**src/rtl/mac_pkg.sv**
```systemverilog
// Shared widths and helpers for the framed multiply-accumulate engine.
// The helpers work on 64-bit containers so one copy serves any parameterisation.
package mac_pkg;

  localparam int DEF_A_WIDTH   = 25;
  localparam int DEF_B_WIDTH   = 18;
  localparam int DEF_ACC_WIDTH = 48;
  localparam int DEF_OUT_WIDTH = 24;
  localparam int DEF_OUT_SHIFT = 0;
  localparam int DEF_CNT_WIDTH = 10;

  // Sign-extend the low w bits of v to 64 bits.
  function automatic logic [63:0] sext64(input logic [63:0] v, input int w);
    return 64'($signed(v << (64 - w)) >>> (64 - w));
  endfunction

  // Clamp a 64-bit signed value into the signed w-bit range.
  function automatic logic [63:0] sat64(input logic [63:0] v, input int w);
    logic signed [63:0] sv;
    logic signed [63:0] mx;
    logic signed [63:0] mn;
    sv = $signed(v);
    mx = (64'sd1 <<< (w - 1)) - 64'sd1;
    mn = -mx - 64'sd1;
    if (sv > mx) return mx;
    if (sv < mn) return mn;
    return v;
  endfunction

endpackage

```
**src/rtl/mac_out_conv.sv**
```systemverilog
// Combinational accumulator-to-result conversion: arithmetic shift, then wrap
// (default) or clamp with range flag when MAC_SAT_EN is defined.
module mac_out_conv
  import mac_pkg::*;
#(
  parameter int ACC_WIDTH = DEF_ACC_WIDTH,
  parameter int OUT_WIDTH = DEF_OUT_WIDTH,
  parameter int OUT_SHIFT = DEF_OUT_SHIFT
) (
  input  logic [ACC_WIDTH-1:0] acc_i,
  input  logic                 frame_ovf_i,
  output logic [OUT_WIDTH-1:0] out_o,
  output logic                 ovf_o
);

`ifdef MAC_SAT_EN
  logic [63:0] sh64;
  logic        rng;

  // Logical shift of the zero-padded value, re-signed from the surviving width.
  assign sh64  = sext64(64'(acc_i) >> OUT_SHIFT, ACC_WIDTH - OUT_SHIFT);
  assign rng   = (sext64(sh64, OUT_WIDTH) != sh64);
  assign out_o = OUT_WIDTH'(sat64(sh64, OUT_WIDTH));
  assign ovf_o = frame_ovf_i | rng;
`else
  assign out_o = OUT_WIDTH'($signed(acc_i) >>> OUT_SHIFT);
  assign ovf_o = frame_ovf_i;
`endif

endmodule

```
**src/rtl/mac_frame.sv**
```systemverilog
// Framed signed multiply-accumulate: S1 input regs, S2 product, S3 accumulate,
// S4 output regs. Optional clamping of the result under MAC_SAT_EN.
module mac_frame
  import mac_pkg::*;
#(
  parameter int A_WIDTH   = DEF_A_WIDTH,
  parameter int B_WIDTH   = DEF_B_WIDTH,
  parameter int ACC_WIDTH = DEF_ACC_WIDTH,
  parameter int OUT_WIDTH = DEF_OUT_WIDTH,
  parameter int OUT_SHIFT = DEF_OUT_SHIFT,
  parameter int CNT_WIDTH = DEF_CNT_WIDTH
) (
  input  logic                 clk_i,
  input  logic                 rst_n_i,
  input  logic                 in_valid_i,
  input  logic                 in_last_i,
  input  logic [A_WIDTH-1:0]   a_i,
  input  logic [B_WIDTH-1:0]   b_i,
  output logic                 out_valid_o,
  output logic [OUT_WIDTH-1:0] out_o,
  output logic [CNT_WIDTH-1:0] out_cnt_o,
  output logic                 out_ovf_o
);

  localparam int PW = A_WIDTH + B_WIDTH;

  logic signed [A_WIDTH-1:0]   a_q;
  logic signed [B_WIDTH-1:0]   b_q;
  logic                        v1_q, l1_q;
  logic signed [PW-1:0]        prod_q;
  logic                        v2_q, l2_q;
  logic signed [ACC_WIDTH-1:0] acc_q;
  logic                        first_q;
  logic [CNT_WIDTH-1:0]        cnt_q;
  logic                        ovf_q;
  logic                        done_q;
  logic                        out_valid_q;
  logic [OUT_WIDTH-1:0]        out_q;
  logic [CNT_WIDTH-1:0]        out_cnt_q;
  logic                        out_ovf_q;

  logic signed [PW-1:0]        a_ext, b_ext;
  logic signed [ACC_WIDTH-1:0] prod_ext, sum_d;
  logic                        add_ovf;
  logic [OUT_WIDTH-1:0]        conv_out;
  logic                        conv_ovf;

  assign a_ext    = PW'(a_q);
  assign b_ext    = PW'(b_q);
  assign prod_ext = ACC_WIDTH'(sext64(64'(prod_q), PW));
  assign sum_d    = acc_q + prod_ext;
  // Signed overflow: operands agree in sign but the sum does not.
  assign add_ovf  = (acc_q[ACC_WIDTH-1] == prod_ext[ACC_WIDTH-1]) &&
                    (sum_d[ACC_WIDTH-1] != acc_q[ACC_WIDTH-1]);

  mac_out_conv #(
    .ACC_WIDTH (ACC_WIDTH),
    .OUT_WIDTH (OUT_WIDTH),
    .OUT_SHIFT (OUT_SHIFT)
  ) u_conv (
    .acc_i       (acc_q),
    .frame_ovf_i (ovf_q),
    .out_o       (conv_out),
    .ovf_o       (conv_ovf)
  );

  always_ff @(posedge clk_i or negedge rst_n_i) begin
    if (!rst_n_i) begin
      a_q         <= '0;
      b_q         <= '0;
      v1_q        <= 1'b0;
      l1_q        <= 1'b0;
      prod_q      <= '0;
      v2_q        <= 1'b0;
      l2_q        <= 1'b0;
      acc_q       <= '0;
      first_q     <= 1'b1;
      cnt_q       <= '0;
      ovf_q       <= 1'b0;
      done_q      <= 1'b0;
      out_valid_q <= 1'b0;
      out_q       <= '0;
      out_cnt_q   <= '0;
      out_ovf_q   <= 1'b0;
    end else begin
      // S1
      a_q  <= $signed(a_i);
      b_q  <= $signed(b_i);
      v1_q <= in_valid_i;
      l1_q <= in_valid_i & in_last_i;
      // S2
      prod_q <= a_ext * b_ext;
      v2_q   <= v1_q;
      l2_q   <= l1_q;
      // S3: bubbles leave accumulator, count and flags untouched
      done_q <= v2_q & l2_q;
      if (v2_q) begin
        first_q <= l2_q;
        if (first_q) begin
          acc_q <= prod_ext;
          cnt_q <= CNT_WIDTH'(1);
          ovf_q <= 1'b0;
        end else begin
          acc_q <= sum_d;
          cnt_q <= (&cnt_q) ? cnt_q : cnt_q + 1'b1;
          ovf_q <= ovf_q | add_ovf;
        end
      end
      // S4
      out_valid_q <= done_q;
      if (done_q) begin
        out_q     <= conv_out;
        out_cnt_q <= cnt_q;
        out_ovf_q <= conv_ovf;
      end
    end
  end

  assign out_valid_o = out_valid_q;
  assign out_o       = out_q;
  assign out_cnt_o   = out_cnt_q;
  assign out_ovf_o   = out_ovf_q;

endmodule
```
**config.mk**
```make
export PLATFORM = sky130hd
export DESIGN_NAME = mac_frame
export DESIGN_NICKNAME = d
export VERILOG_FILES = /design/src/rtl/mac_pkg.sv /design/src/rtl/mac_out_conv.sv /design/src/rtl/mac_frame.sv
export SDC_FILE = /design/constraint.sdc
export NUM_CORES = 2
export LEC_CHECK = 0
export CORE_MARGIN = 2
export CORE_UTILIZATION = 60
export CTS_BUF_LIST = sky130_fd_sc_hd__clkbuf_8
export DETAILED_ROUTE_END_ITERATION = 16
export MAX_ROUTING_LAYER = met4
export PLACE_DENSITY = 0.79
export SLEW_MARGIN = 40
export SYNTH_ARGS = -nofsm -noshare
export SYNTH_HDL_FRONTEND = slang
export SYNTH_HIERARCHICAL = 1
export SYNTH_SLANG_ARGS = --single-unit
```
**constraint.sdc**
```tcl
create_clock -name clk_i -period 19.4 [get_ports clk_i]
set_input_delay 1.94 -clock clk_i [delete_from_list [all_inputs] [get_ports clk_i]]
set_output_delay 1.94 -clock clk_i [all_outputs]
set_load 0.1 [all_outputs]
```
* Word-level counts from Yosys, hierarchy flattened *
Index checks and enable logic that the tools add are counted.

cells by class
  add/subtract/negate cells = 2
  multiply operators = 1
  equality and inequality tests = 3
  mux-type cells = 4
  bitwise logic cells = 3
  reductions and logical operators = 3

operators by type and width
  operator               count
  $add 48x43->48         1
  $mux 48                1
  $mul 25x18->43         1
  $mux 10                2
  $add 10x1->10 const B  1
  $reduce_and 10->1      1
  $and 1x1->1            2
  $ne 2x2->1 const B     1
  $reduce_and 2->1       1
  $eq 1x1->1             1
  $logic_and 1x1->1      1
  $mux 1                 1
  $ne 1x1->1             1
  $or 1x1->1             1

storage, ports and cells
  register bits = 187
  input port bits = 47
  output and inout port bits = 36
  word-level logic and storage cells = 32

* Logic depth before layout (Yosys ltp) *
  depth in word-level cells = 5
  mapped depth = 24

* By module *
The synthesis kept the hierarchy.

by module, submodules not included
  module        times used  cells each  area each (um^2)  sequential area each (um^2)
  mac_frame     1           2658        24781.3           4680.7
  mac_out_conv  1           25          187.7             0.0

* Worst setup path before layout *
Ideal clock, no wire load.

  kind = register to register
  start = register a_q[10]
  end = register prod_q[39]
  setup time = 0.080 ns
  data arrival time = 6.010 ns
  data required time = 19.320 ns
  path slack = 13.310 ns
  cell stages (with the launch flop) = 23
  buffers on the path = 2
  cells stage by stage = dfrtp_1 > clkbuf_1 > clkbuf_1 > nand2_1 > fa_1 > fa_1 > fa_1 > fa_1 > inv_1 > fa_1 > inv_1 > fa_1 > inv_1 > ha_1 > and4_1 > a41o_1 > a211oi_1 > nand2_1 > a211oi_1 > nor3_1 > a211o_1 > a21oi_1 > xnor2_1

between the ends
  cells in the longest elaborated chain, start to end = 1

ends and longest elaborated chain
  element                 RTL line         RTL
  start, declared         mac_frame.sv:27  logic signed [A_WIDTH-1:0] a_q;
  start signal, assigned  mac_frame.sv:87  a_q <= $signed(a_i);
  $mul 25x18->43          mac_frame.sv:92  prod_q <= a_ext * b_ext;
  end signal, assigned    mac_frame.sv:92
  end, declared           mac_frame.sv:30  logic signed [PW-1:0] prod_q;

Every way passes these cells.
A chain may end at the register's enable or synchronous reset.

* Worst setup path in the final report *
  start = register a_q[24]
  end = register prod_q[39]

Same word-level chain as after synthesis.

==> flow_summary.toml <==
[setup_path]
worst-r2r-setup-slack_ns = 12.42
rr_worst_depth = 21
critPathArrivalTime_ns = 7.44
cp-startpoint = "a_q[24]$_DFF_PN0_"
worstReg2RegStart = "a_q[24]$_DFF_PN0_"
endpoint = "prod_q[39]$_DFF_PN0_"
cp_data_required_time_ns = 19.85
critPathLaunchType = "register"
critPathCaptureType = "register"
critPathKind = "register to register"
rr_endpoint = "prod_q[39]$_DFF_PN0_"
crit_fanout = 18

[synth]
avgSynthCellArea_um2 = 9.31
syn_area_mm2 = 0.0250
synth_top_flop_cell = "dfrtp_1"
synth_top_area_share_pct = 35.4
synth-edff-count = 0
synth.distinct_cells = 64
synth_nets = 3327
ys_ff_latch = 187
netlist_top_cells_area = "fa_1, dfrtp_1, inv_1"
synth_warnings = 6
yosysTopAreaCell = "fa_1"
async_flop_share_pct = 100
syn_inst = 2683
yosysSeqAreaShare_pct = 18.7

[place]
dpl_worst_slack_ns = 12.28
place.port_buffers = 82
place.gp.congestion = 0.933
post-dp-hpwl_um = 45100

[floorplan]
die_h_um = 208
die_area_mm2 = 0.0433
rows = 74
io_pins = 83
die_x_um = 208
start_util_pct = 61.0
coreArea_mm2 = 0.0409

[finish]
layout_commonest_cell = "inv_1"
n_fill_cell = 3341
diodes = 0
final_cell_mix = "inv_1, fa_1, nand2_1"
fin_util_pct = 63.9
nNetsFinal = 3302
multi_input_area_mm2 = 0.0177
area_delta_synth_final_pct = 4.79
seqCellArea_mm2 = 0.00470
drive_gt1_share_pct = 5.35

[clocking]
cts_made_buffers = 17
cts_setup_buffers = 0
clk_latency_ns = 0.53
clock_sinks = 187
postCtsHoldBufs = 0
cts_tree = "yes"
cts.htree.levels = 4
clockBufferDepth = 2
clockRootBuffer = "clkbuf_8"
clk_pin_slew_ns = 0.11
cts.repair.resized = 0

[sta]
setup_violations = 0
skew_ns = 0.0262
slew_viol_final = 0
tns_ns = 0
finalCritPeriodShare_pct = 36.0
slew_headroom_pct = 41.6
post-route-min-period_ns = 6.98
rsz0062_at_grt = "no"
setup_ws_ns = 12.42
holdWs_ns = 0.376
max_clock_freq_mhz = 143
worst-slew-pin-transition_ns = 0.875
hold_violations = 0

[grt]
first_global_vias = 19200
grt_usage_pct = 28.2
grt_start_max_net_pins = 83
grt_pass1_wl_um = 94800
antenna_found_initial = 0
grt_remaining_overflow = 0

[route]
drt_first_pass_iters = 6
ant_nets = 0
finalWirelength_um = 56000
drc = 0
wl_per_cell_um = 17.5
num_vias = 18000
vias_per_cell = 5.62
first_iter_violations = 1179

[run]
drv_cap = 0

[run_status]
status = "complete, no violations"

[worst_hold_path]
hold_class = "register to register"
sequential cells by signal, summed over array words and instances (netlist names):
signal and flops:
a_q 25, acc_q 48, b_q 18, cnt_q 10, done_q 1, first_q 1, l1_q 1, l2_q 1
out_cnt_o 10, out_o 24, out_ovf_o 1, out_valid_o 1, ovf_q 1, prod_q 43, v1_q 1, v2_q 1
Yosys cell counts, drive strengths merged (10+ instances only):
cell	count
o21ai	75
clkbuf	103
a211oi	12
xnor2	49
nor2	123
nand4	13
mux2	36
a21oi	121
xor2	28
nand2	345
and2	169
a31oi	27
nor2b	17
a21o	33
nor3	20
dfrtp	186
nand3	25
buf	30
and3	10
inv	538
o21a	17
o21bai	15
ha	155
fa	442
routing by layer:
| metal | vias to the layer above | global-route usage (%) | wire length (µm) |
|---|---|---|---|
| li1 | 8179 | - | - |
| met1 | 8989 | 38.2 | 24200 |
| met2 | 723 | 43.4 | 25700 |
| met3 | 106 | 5.39 | 4850 |
| met4 | 0 | 9.10 | 1250 |
| met5 | - | - | 0 |
metrics by stage:
| step | cell area [µm²] | std cells |
|---|---|---|
| floorplan | 25000 | 2683 |
| global placement | 25900 | 3170 |
| detailed placement | 25700 | 3171 |
| CTS | 26100 | 3203 |
| global route | 26200 | 3203 |
| finish | 26200 | 3203 |
cells by family (layout without fill, tap and decap cells):
group | after synthesis | after routing | share of synthesized area, %
buffers and inverters | 671 | 659 | 10.5
AO/OA/AOI/OAI | 351 | 351 | 8.79
flip-flops | 187 | 187 | 18.7
AND/OR/NAND/NOR | 755 | 755 | 14.1
adder cells (fa/ha/maj) | 597 | 597 | 43.2
XOR/XNOR | 77 | 77 | 2.70
multiplexers | 45 | 45 | 1.98
critical path, cell delays in order, from the launching register on:
cell and delay [ns]:
dfrtp_1 0.77, nand2_1 0.24, inv_1 0.18, fa_1 0.51, inv_1 0.18, fa_1 0.45
fa_1 0.57, inv_1 0.08, fa_1 0.50, fa_1 0.49, inv_1 0.05, fa_1 0.48
inv_1 0.04, ha_1 0.37, a2111oi_0 0.58, o21a_1 0.22, o22ai_1 0.10, a211oi_1 0.33
nor3_1 0.18, a211o_1 0.29, a21oi_1 0.19, xnor2_1 0.13
how the worst min path moves through the flow:
stage                              start              to  slack, ns  cells after the start
after floorplan           l1_q$_DFF_PN0_  l2_q$_DFF_PN0_       0.33                      0
after global placement    l1_q$_DFF_PN0_  l2_q$_DFF_PN0_       0.34                      0
after detailed placement  v1_q$_DFF_PN0_  v2_q$_DFF_PN0_       0.35                      0
after CTS                 v1_q$_DFF_PN0_  v2_q$_DFF_PN0_       0.38                      0
after global routing      l1_q$_DFF_PN0_  l2_q$_DFF_PN0_       0.38                      0
final                     l1_q$_DFF_PN0_  l2_q$_DFF_PN0_       0.38                      0
area by class of cell:
type	count	share of cell area (%)
Clock buffer	17	0.894
Clock inverter	15	0.617
Inverter	538	7.72
Multi-Input combinational cell	1825	67.6
Sequential cell	187	18.0
Tap cell	532	2.54
Timing Repair Buffer	89	2.69
Power is left out: the tool's default activity adds up to more than one toggle a clock period on the data nets, which glitch-free logic cannot reach.
